`src/rtl/fifo_drain_stream.sv`:
```
// Drains a fall-through FIFO into a valid/ready stream through a 2-entry skid
// buffer, framing the stream into fixed-length packets and counting them.
module fifo_drain_stream #(
  parameter int unsigned Width  = 8,
  parameter int unsigned PktLen = 4
) (
  input  logic             i_clk,
  input  logic             i_rstn,
  input  logic             i_fifo_empty,
  input  logic [Width-1:0] i_fifo_data,
  output logic             o_fifo_rd_en,
  input  logic             i_clear,
  output logic             o_valid,
  input  logic             i_ready,
  output logic [Width-1:0] o_data,
  output logic             o_last,
  output logic [1:0]       o_level,
  output logic [15:0]      o_pkt_count
);

  localparam int unsigned CntW = (PktLen > 1) ? $clog2(PktLen) : 1;
  localparam logic [CntW-1:0] LastIdx = CntW'(PktLen - 1);

  logic [Width-1:0] mem [2];
  logic             head_q, head_d;
  logic [1:0]       level_q, level_d;
  logic [CntW-1:0]  wcnt_q, wcnt_d;
  logic [15:0]      pkt_count_q, pkt_count_d;
  logic             tail;
  logic             push;
  logic             pop;

  // Fetch only when there is room; independent of downstream ready.
  assign push = ~i_fifo_empty & (level_q != 2'd2) & ~i_clear & i_rstn;
  assign pop  = o_valid & i_ready & ~i_clear & i_rstn;
  assign tail = head_q ^ level_q[0];

  assign o_fifo_rd_en = push;
  assign o_valid      = (level_q != 2'd0);
  assign o_data       = mem[head_q];
  assign o_last       = o_valid & (wcnt_q == LastIdx);
  assign o_level      = level_q;
  assign o_pkt_count  = pkt_count_q;

  // Next-state for occupancy, head pointer, word and packet counters.
  always_comb begin
    level_d     = level_q;
    head_d      = head_q;
    wcnt_d      = wcnt_q;
    pkt_count_d = pkt_count_q;
    if (i_clear) begin
      level_d = 2'd0;
      wcnt_d  = '0;
    end else begin
      case ({push, pop})
        2'b10:   level_d = level_q + 2'd1;
        2'b01:   level_d = level_q - 2'd1;
        default: level_d = level_q;
      endcase
      if (pop) begin
        head_d = ~head_q;
        if (wcnt_q == LastIdx) begin
          wcnt_d      = '0;
          pkt_count_d = pkt_count_q + 16'd1;
        end else begin
          wcnt_d = wcnt_q + CntW'(1);
        end
      end
    end
  end

  // Control state registers with synchronous active-low reset.
  always_ff @(posedge i_clk) begin
    if (!i_rstn) begin
      level_q     <= 2'd0;
      head_q      <= 1'b0;
      wcnt_q      <= '0;
      pkt_count_q <= 16'd0;
    end else begin
      level_q     <= level_d;
      head_q      <= head_d;
      wcnt_q      <= wcnt_d;
      pkt_count_q <= pkt_count_d;
    end
  end

  // Buffer storage; contents are not reset, only control state is.
  always_ff @(posedge i_clk) begin
    if (push) begin
      mem[tail] <= i_fifo_data;
    end
  end

endmodule

```
`config.mk`:
```
export PLATFORM = sky130hd
export DESIGN_NAME = fifo_drain_stream
export DESIGN_NICKNAME = d
export VERILOG_FILES = /design/src/rtl/fifo_drain_stream.sv
export SDC_FILE = /design/constraint.sdc
export NUM_CORES = 1
export LEC_CHECK = 0
export CAP_MARGIN = 5
export CORE_MARGIN = 2
export CORE_UTILIZATION = 40
export DETAILED_ROUTE_END_ITERATION = 7
export PLACE_DENSITY_LB_ADDON = 0.05
export SETUP_SLACK_MARGIN = 0.4
export SYNTH_ARGS = -nofsm -noshare
export SYNTH_HDL_FRONTEND = slang
export SYNTH_SLANG_ARGS = --single-unit
export TNS_END_PERCENT = 20
```
`constraint.sdc`:
```
create_clock -name i_clk -period 2 [get_ports i_clk]
set_input_delay 0.3 -clock i_clk [delete_from_list [all_inputs] [get_ports i_clk]]
set_output_delay 0.3 -clock i_clk [all_outputs]
set_load 0.005 [all_outputs]
```
**After elaboration in Yosys (flattened, before gate mapping)**

Memories as Yosys holds them, arrays and structs flattened. A register that Yosys moved wholly into a read port is not among the register bits.
Index checks and enable logic that the tools add are counted.

- $add $sub $neg: 4
- Multipliers: 0
- Divide/modulo/power cells: 0
- Magnitude comparators: 0
- Equal/unequal tests: 4
- Shift operators: 0
- Mux-type cells: 6
- Bitwise operators: 12
- Reductions and logical operators: 5

Operators by type and width:

| kind | count |
|---|---|
| $add A16 B1 Y16 const B | 1 |
| $and A1 B1 Y1 | 7 |
| $add A2 B1 Y2 const B | 2 |
| $eq A2 B2 Y1 const B | 2 |
| $mux W1 | 4 |
| $not A1 Y1 | 4 |
| $pmux W2 S2 | 1 |
| $reduce_bool A2 Y1 | 2 |
| $reduce_and A3 Y1 | 1 |
| $eq A2 B1 Y1 const B | 1 |
| $mux W2 | 1 |
| $ne A2 B2 Y1 const B | 1 |
| $reduce_and A2 Y1 | 1 |
| $reduce_or A2 Y1 | 1 |
| $sub A2 B1 Y2 const B | 1 |
| $xor A1 B1 Y1 | 1 |

- Flip-flop bits (word level): 21
- Latch bits: 0
- Bits in writable memories: 16
- Memory bits (read-only): 0
- Bits of input ports: 13
- Output and inout port bits: 29
- Word-level logic and storage cells: 36
- Memories: 1

Memories:

| memory | words | width | rd ports | clocked after memory_dff | write ports | line | source |
|---|---|---|---|---|---|---|---|
| mem | 2 | 8 | 1 | 1 | 1 | 24 | `logic [Width-1:0] mem [2];` |

**Logic depth before layout (Yosys ltp)**

- Depth after elaboration: 7
- Mapped depth: 7
- Gate-level depth less buffers: 6

**Worst setup path before layout**

No wires, ideal clock.

- Path type: register -> register
- Start: register wcnt_q[0]
- End: register pkt_count_q[15] (netlist: o_pkt_count[15])
- Data arrival time: 1.886 ns
- Path slack: 0.045 ns
- Cell stages (with the launch flop): 7
- Path buffers: 1
- Clock period less this slack: 1.955 ns
- Path through: dfxtp_1 > ha_1 > nand3b_2 > or4_1 > buf_2 > or4_1 > a21oi_1

- Word-level cells in the longest chain between the ends: 2

Ends and longest elaborated chain:

| what | line | source |
|---|---|---|
| start, declared | 27 | `logic [CntW-1:0] wcnt_q, wcnt_d;` |
| start signal, assigned | 82 | `wcnt_q <= wcnt_d;` |
| $eq A2 B2 Y1 | 62 | `if (wcnt_q == LastIdx) begin` |
| $reduce_and A3 Y1 (no line) | -- |  |
| end signal, assigned | 83 | `pkt_count_q <= pkt_count_d;` |
| end, declared | 28 | `logic [15:0] pkt_count_q, pkt_count_d;` |

Every way passes these cells.
A chain may end at the register's enable or synchronous reset.

**Worst setup path in the final report**

- Start: register wcnt_q[1]
- End: register pkt_count_q[15] (netlist: o_pkt_count[15])

The elaborated chain is that of the path after synthesis.

==> summary.txt <==
Power and ir drop
  – Comb power frac: 6.5%
  – Peak VDD IR: 0.3392 mV
  – Leakage: 0.9612 nW
  – Flop pwr share: 57.2%
  – Switching Share: 22.38%
  – Power per cell area: 561.6 nW/µm²
  – Clock Power Share: 36.3%
  – Net Switching: 0.0003182 W
  – Int Power: 0.001103 W

Setup path
  – Worst Reg-to-Reg Cells: 5
  – Worst setup SP type: flip-flop
  – Crit path kind: reg2reg
  – R2R setup slack: 0.24 ns
  – Worst Setup SP: wcnt_q[1]
  – CP Data Arrival Time: 1.99 ns
  – Reg2reg end: o_pkt_count[15]
  – CP required: 2.23 ns
  – Origin of the critical flop-to-flop path: wcnt_q[1]
  – Crit. End Element: flip-flop
  – Crit Path Max Fanout: 5

Clock tree
  – Clock buffer depth: 2
  – # clock sinks: 38
  – Clock-pin transition on the worst setup and hold timing paths: 0.08 ns
  – Later-pin clock latency in the skew report: 0.30 ns
  – H-tree Lvls: 2
  – Number of buffers created by CTS: 5
  – Root Buffer: clkbuf_8
  – CTS tree: yes

Drt
  – DRT iter0 DRCs: 102
  – First-pass DRT Iterations: 4
  – DR vias: 1,375
  – Total Wirelength: 4010 µm
  – DR DRC count: 0
  – DRT antenna net count: 0
  – Via density: 5.037
  – Avg WL per Cell: 14.69 µm

Yosys
  – Synth area leaders: edfxtp_1 29%, dfxtp_1 27%, mux2_2 5.5%
  – Syn_nets: 165
  – Average footprint of a synthesized cell: 10.97 µm²
  – Synth unique cells: 31
  – Cells after Synth: 149
  – Count leader, synth: dfxtp_1
  – Mapped Area: 1634 µm²
  – Ys flop type: dfxtp_1
  – Post-synth EDFFs: 16
  – Synth top area share: 29.40%
  – Dominant cell type by area after synthesis: edfxtp_1
  – Register area share after synthesis: 56.36%
  – Synth async-reset ratio: 0%
  – Flops & latches, synth: 38
  – Yosys warns: 0
  – Most instantiated cells after synthesis: 22 x dfxtp_1, 16 x edfxtp_1, 15 x nor2_1

Finish
  – Layout cells sized above 1: 34.08%
  – Final nets: 238
  – Fillers: 304
  – Non-Filler Instances: 273
  – Area grow syn2layout: 54.90%
  – Layout Utilization: 63.74%
  – N_diodes: 0

Hold path
  – Hold depth: 2
  – Hold Path End: wcnt_q[1]
  – Worst Hold Launch: wcnt_q[1]
  – Hold Crit Class: reg2reg

Die
  – Die height: 67.92 µm
  – Std-Cell Core Area: 3971 µm²
  – Die Wd: 67.92 µm
  – Die Footprint: 4612 µm²
  – I/O Pins: 42
  – Site Rows: 23
  – Starting density of the core: 41.15%

GRT
  – Initial antenna violation count: 0
  – Vias in the first global route: 1,353
  – Pin count of the biggest net entering global routing: 17
  – Total GRT Usage: 18.71%
  – Grt total ovfl: 0
  – First-pass GRT wire length: 6258 µm

Timing
  – Clock Skew: 0.005976 ns
  – Worst-Margin Slew: 0.5506 ns
  – Worst hold slack: 0.4864 ns
  – TNS Setup: 0 ns
  – Final setup vio count: 0
  – Fin crit period: 1.757 ns
  – Worst slew margin: 63.25%
  – Unrepaired setup endpoints after global routing: true
  – Final Max Slew Viols: 0
  – FMAX: 569.3 MHz
  – Fin. Hold Viols: 0
  – Final period utilization: 87.83%
  – Final worst slack: 0.2435 ns

Place
  – Placed cells: 249
  – Final RePlAce weighted congestion: 0.7435
  – Port-buffer cells: 41
  – DP Worst Slack: -0.2612 ns
  – Final HPWL DP: 2590 µm

Run status
  – Status: finished, final reports clean

Run
  – Number of max-cap violations: 0
[worst max-delay path, stage by stage, from the launching register on]
cell	delay, ns
dfxtp_2	0.36
ha_4	0.16
nand3b_4	0.10
or4_4	0.54
or4_4	0.43
a21oi_2	0.11
[flip-flops by register name, summed over array words and instances, names as in the netlist, named ones only]
name / cells
mem: 16
wcnt_q: 2
o_pkt_count: 16
o_level: 2
head_q: 1
[cells by family (layout without fill, tap and decap cells)]
| group | Yosys count | after routing | share of synthesized area (%) |
|---|---|---|---|
| simple gates | 51 | 52 | 17.00 |
| fa+ha+maj | 3 | 3 | 2.297 |
| flops | 38 | 38 | 56.36 |
| xor+xnor | 11 | 11 | 5.896 |
| compound gates | 21 | 21 | 7.963 |
| mux | 10 | 10 | 6.738 |
| buf+inv | 15 | 88 | 3.752 |
[worst max-delay path by stage]
stage                                 end  slack, ns  cells after the start
after floorplan           o_pkt_count[15]       0.24                      6
after global placement       o_fifo_rd_en      -0.27                      5
after detailed placement     o_fifo_rd_en      -0.26                      5
after CTS                 o_pkt_count[15]       0.20                      5
after global routing      o_pkt_count[15]       0.20                      5
final                     o_pkt_count[15]       0.24                      5
[metrics by stage]
stage,cell area (µm²),power (W)
floorplan,1720,0.0008648
global placement,2255,0.0009148
detailed placement,2255,0.0009177
CTS,2431,0.001428
global route,2531,0.001471
finish,2531,0.001422
[power groups by stage]
stage / logic [W] / registers, W / clock network [W]
after floorplan: 0.0000320 / 0.000833 / 0
after global placement: 0.0000806 / 0.000834 / 0
after detailed placement: 0.0000829 / 0.000835 / 0
after CTS: 0.0000850 / 0.000813 / 0.000530
after global routing: 0.0000995 / 0.000814 / 0.000558
final: 0.0000927 / 0.000813 / 0.000516
[area by class of cell]
class	instances	area [µm²]	area share, %
inverter	10	37.54	1.483
tap	50	62.56	2.472
clock inverter	3	16.27	0.6426
sequential	38	937.1	37.02
timing repair buffer	70	638.1	25.21
clock buffer	5	68.82	2.719
multi-input combinational	97	770.7	30.45
[metal layers]
layer / vias up / GRT usage, % / part of all wire (%)
met2: 45 / 32.23 / 52
met4: 0 / 9.750 / 2.1
met5: - / 0 / 0
met3: 7 / 3.947 / 5.6
met1: 648 / 21.85 / 41
li1: 675 / - / -
[repair_timing]
action | in CTS | in global routing
pin swaps | 4 | 10
hold buffers | 0 | 0
endpoints found under the setup margin | 42 | 28
resized for setup | 25 | 19
gates cloned | 1 | 0
setup buffers | 10 | 5
[layout by cell type (no fill, tap or decap), types with 5 or more instances in the layout]
master | Yosys | routed
nand3_1 | 6 | 5
dfxtp_1 | 22 | 13
edfxtp_1 | 16 | 16
buf_4 | 1 | 24
nand2_1 | 7 | 7
dlygate4sd2_1 | 0 | 8
inv_1 | 10 | 10
a21oi_1 | 9 | 6
clkdlybuf4s50_1 | 0 | 28
nor2_1 | 15 | 12
mux2_2 | 8 | 7
o21ai_0 | 6 | 6
xnor2_1 | 9 | 9
clkbuf_8 | 0 | 5
dfxtp_2 | 0 | 7
Power figures use the tool's default switching activity.
